<file path="src/rtl/mem_resp_ctrl.sv">
// Memory-side responder for the hello/ack handshake: owns the word RAM,
// inserts programmable wait states and answers with a four-phase ack.
module mem_resp_ctrl #(
   parameter int WORDSIZE    = 16,
   parameter int ADDRSIZE    = 8,
   parameter int DEPTH       = 256,
   parameter int WAIT_CYCLES = 2
) (
   input  logic                clk,
   input  logic                rst,
   input  logic                hello_i,
   input  logic                we_i,
   input  logic [ADDRSIZE-1:0] addr_i,
   input  logic [WORDSIZE-1:0] data_i,
   output logic [WORDSIZE-1:0] data_o,
   output logic                ack_o,
   output logic                err_o,
   output logic                busy_o,
   input  logic                dbg_we_i,
   input  logic [ADDRSIZE-1:0] dbg_addr_i,
   input  logic [WORDSIZE-1:0] dbg_data_i
);

   localparam int AW = (DEPTH > 1) ? $clog2(DEPTH) : 1;
   localparam logic [ADDRSIZE:0] DEPTH_W = (ADDRSIZE+1)'(DEPTH);
   localparam logic [3:0] WAIT_LD = 4'(WAIT_CYCLES);

   typedef enum logic [1:0] {
      ST_IDLE,
      ST_WAIT,
      ST_ACK,
      ST_REL
   } state_t;

   state_t state_q, state_d;

   logic [3:0]          cnt_q, cnt_d;
   logic                ack_d, err_d, busy_d;
   logic [WORDSIZE-1:0] data_d;

   logic [ADDRSIZE-1:0] lat_addr, lat_addr_d;
   logic                lat_we, lat_we_d;
   logic [WORDSIZE-1:0] lat_data, lat_data_d;

   logic [WORDSIZE-1:0] ram [DEPTH];
   logic                ram_we;
   logic [AW-1:0]       ram_waddr;
   logic [WORDSIZE-1:0] ram_wdata;
   logic [WORDSIZE-1:0] rd_word;

   logic lat_in, dbg_in;

   assign lat_in  = {1'b0, lat_addr} < DEPTH_W;
   assign dbg_in  = {1'b0, dbg_addr_i} < DEPTH_W;
   assign rd_word = ram[lat_addr[AW-1:0]];

   always_comb begin
      state_d    = state_q;
      cnt_d      = cnt_q;
      ack_d      = ack_o;
      err_d      = err_o;
      data_d     = data_o;
      lat_addr_d = lat_addr;
      lat_we_d   = lat_we;
      lat_data_d = lat_data;
      ram_we     = 1'b0;
      ram_waddr  = lat_addr[AW-1:0];
      ram_wdata  = lat_data;
      unique case (state_q)
         ST_IDLE: begin
            // debug write lands first so a same-edge request sees it
            if (dbg_we_i && dbg_in) begin
               ram_we    = 1'b1;
               ram_waddr = dbg_addr_i[AW-1:0];
               ram_wdata = dbg_data_i;
            end
            if (hello_i) begin
               lat_addr_d = addr_i;
               lat_we_d   = we_i;
               lat_data_d = data_i;
               cnt_d      = WAIT_LD;
               state_d    = ST_WAIT;
            end
         end
         ST_WAIT: begin
            if (cnt_q == 4'd0) begin
               state_d = ST_ACK;
               ack_d   = 1'b1;
               err_d   = !lat_in;
               if (lat_we) begin
                  ram_we = lat_in;
               end else begin
                  data_d = lat_in ? rd_word : '0;
               end
            end else begin
               cnt_d = cnt_q - 4'd1;
            end
         end
         ST_ACK: begin
            if (!hello_i) begin
               ack_d   = 1'b0;
               err_d   = 1'b0;
               state_d = ST_REL;
            end
         end
         ST_REL: begin
            state_d = ST_IDLE;
         end
         default: begin
            state_d = ST_IDLE;
         end
      endcase
      busy_d = (state_d != ST_IDLE);
   end

   always_ff @(posedge clk or posedge rst) begin
      if (rst) begin
         state_q  <= ST_IDLE;
         cnt_q    <= '0;
         ack_o    <= 1'b0;
         err_o    <= 1'b0;
         busy_o   <= 1'b0;
         data_o   <= '0;
         lat_addr <= '0;
         lat_we   <= 1'b0;
         lat_data <= '0;
      end else begin
         state_q  <= state_d;
         cnt_q    <= cnt_d;
         ack_o    <= ack_d;
         err_o    <= err_d;
         busy_o   <= busy_d;
         data_o   <= data_d;
         lat_addr <= lat_addr_d;
         lat_we   <= lat_we_d;
         lat_data <= lat_data_d;
      end
   end

   // RAM contents survive reset
   always_ff @(posedge clk) begin
      if (ram_we) begin
         ram[ram_waddr] <= ram_wdata;
      end
   end

endmodule

</file>
<file path="config.mk">
export PLATFORM = sky130hd
export DESIGN_NAME = mem_resp_ctrl
export DESIGN_NICKNAME = d
export VERILOG_FILES = /design/src/rtl/mem_resp_ctrl.sv
export SDC_FILE = /design/constraint.sdc
export NUM_CORES = 2
export LEC_CHECK = 0
export ABC_CLOCK_PERIOD_IN_PS = 9700
export CAP_MARGIN = 10
export CORE_UTILIZATION = 38
export CTS_CLUSTER_SIZE = 16
export DETAILED_ROUTE_END_ITERATION = 12
export PLACE_DENSITY_LB_ADDON = 0.3
export SYNTH_ARGS = -nofsm -noshare
export SYNTH_HDL_FRONTEND = slang
export SYNTH_SLANG_ARGS = --single-unit
</file>
<file path="constraint.sdc">
create_clock -name clk -period 9.7 [get_ports clk]
set_input_delay 1.94 -clock clk [delete_from_list [all_inputs] [get_ports clk]]
set_output_delay 1.94 -clock clk [all_outputs]
set_load 0.005 [all_outputs]
</file>
==> impl_metrics.ini <==
[setup_path]
end_kind = register
cp.required_ns = 10.28
crit_arrival_ns = 6.27
cp-start-kind = input pin
critPathMaxFanout = 25
path_class = in2reg

[timing]
period_share_pct = 58.66
slew_headroom_pct = 10.64
rsz0062_at_grt = no
fin_crit_ns = 5.690
worstMarginPinSlew_ns = 1.340
fmax_mhz = 175.7
hold_violations = 0
fin_tns_setup_ns = 0
setup_violations = 0
skew_ns = 0.06162
fin_ws_ns = 4.010
drv_slew = 0

[cts]
htreeDepth = 5
cts_made_buffers = 414
root_buffer = clkbuf_16
post_cts_resized = 0
insertion_delay_ns = 0.99
post_cts_buffers = 0
numClockSinks = 4145
cts_tree = done
clk_pin_slew_ns = 0.06
cts_hold_buf = 0
clockBufferDepth = 4

[yosys]
yosysSeqAreaShare_pct = 77.31
yosys_warnings = 0
yosysUniqueCellTypes = 73
yosysTopAreaCell = edfxtp_1
synth_top_family_by_area = multiplexers
muxShareOfSynthArea_pct = 14.53
syn_area_sq_mm = 0.1607
yosysTopAreaCellShare_pct = 76.55
synth-seq-cells = 4145
synth_simple_gate_area_share_pct = 2.210
syn-instance-count = 7740
ys_async_sr_fraction_pct = 1.182
synth_nets = 7795
yosys-top-cells-area = edfxtp_1 (77%), mux4_2 (9.5%), mux2i_1 (4.0%)
synth_compound_area_share_pct = 3.845
synth_xor_area_share_pct = 0.01635
synthAdderAreaFrac_pct = 0.01557
avgSynthCellArea_sq_um = 20.76
synth_edf_count = 4096
synthFlopType = edfxtp_1

[layout]
syn2layout_area_growth_pct = 13.58
drive_gt1_share_pct = 21.98
postLayoutCoreUtil_pct = 43.40
final_common_cell = edfxtp_1
stdcell_area_sq_mm = 0.1825
final_cells = 14140
fill_cells = 35820
fin_nets = 8198
final_cell_mix = edfxtp_1 (4096), mux4_2 (681), mux2i_1 (637)

[run_status]
status = complete, no violations

[power_and_ir_drop]
power_leakage_nw = 57.38
power_density_mw_per_mm2 = 319.2
ir_drop_v = 0.0003396

[place]
port_buffers = 70
gp_congestion = 0.8728
place_area_sq_mm = 0.1688
dp_hpwl_microns = 288900
place_ws_ns = 2.999
dp_cells = 13370

[floorplanning]
fp.coreArea_sq_mm = 0.4205
rows = 238
die_w_microns = 652.3
ioPinCount = 72
dieArea_sq_mm = 0.4254
start_util_pct = 38.21
die_h_microns = 652.3

[drt]
ant_nets = 0
finalWirelength_microns = 469500
drc = 0
vias = 82110
drt_iter0_drc = 11190
wl_per_cell_microns = 33.19
drt_first_pass_iters = 10
viasPerCell = 5.806

[global_route]
grt_max_degree = 174
grt_pass1_vias = 80370
grt_pass1_wl_microns = 647800
grt_antenna_before_repair = 31
overflow = 0
gr-usage-all-layers_pct = 21.59

[job]
drv_cap = 0

[min_path]
hold_path_class = reg2reg
power by group:
group	switching, W	internal [W]
clock	0.00688	0.00927
combinational	0.0132	0.00513
sequential	0.000381	0.0233
routing by layer:
layer	track usage, %	wire length (microns)	up-vias
met5	0.3622	285	-
met4	8.885	21810	12
met3	4.278	44380	750
met2	33.18	214700	4293
met1	30.17	188300	43920
li1	-	-	33140
final timing paths:
kind / from / endpoint / slack (ns) / cells after the start
worst max-delay path: dbg_we_i / ram[244][8] / 4.01 / 6
worst max register to register: lat_addr[0] / data_o[5] / 4.40 / 10
max in group asynchronous: rst / lat_addr[2] / 7.44 / 3
min in group asynchronous: rst / lat_data[4] / 1.54 / 3
worst min register to register: lat_data[0] / lat_data[0] / 0.51 / 1
worst min-delay path: lat_data[0] / lat_data[0] / 0.51 / 1
sequential cells by signal, indices dropped and copies added, names as in the netlist:
register and count:
state_q 2, ack_o 1, busy_o 1, lat_we 1, data_o 16, ram 4096
cnt_q 4, lat_addr 8, lat_data 16
per-stage QoR:
stage                     power (W)  hold slack (ns)
after floorplan             0.03526           0.4605
final                       0.05826           0.5146
after detailed placement    0.04239           0.5018
after global placement      0.04207           0.4820
after CTS                   0.05835           0.5193
after global routing        0.05965           0.5317
critical path, cell delays in order:
cell             delay, ns
clkdlybuf4s50_1       0.73
nand2_2               0.53
nand2_1               0.64
nand3_1               1.06
buf_4                 0.60
nor2_2                0.72
synth_stat cells, drive strengths merged (13+ instances only):
cell     count
a2111oi     36
a211o       18
a211oi      84
a21oi       93
a221oi      22
a22oi       97
a32oi       22
buf        316
clkbuf     147
dfrtp       49
edfxtp    4096
mux2        42
mux2i      637
mux4       725
nand2      349
nand3       70
nand3b      13
nand4       19
nor2       300
nor3        24
o21ai      117
o221ai     131
o22ai      215
cell families after synthesis:
logic type | after synthesis
AND/OR/NAND/NOR | 835
buffers and inverters | 470
multiplexers | 1404
XOR/XNOR | 3
flip-flops | 4145
adder cells (fa/ha/maj) | 2
AO/OA/AOI/OAI | 880
other | 1
final cells by class:
class / count / area (sq um) / area share, %
sequential: 4145 / 124200 / 68.08
multi-input combinational: 3125 / 33580 / 18.40
clock buffer: 497 / 10780 / 5.905
tap: 5640 / 7057 / 3.867
timing repair buffer: 450 / 3929 / 2.153
clock inverter: 269 / 2855 / 1.565
inverter: 7 / 35.03 / 0.01920
antenna: 10 / 25.02 / 0.01371
(Power assumes the default switching activity.)
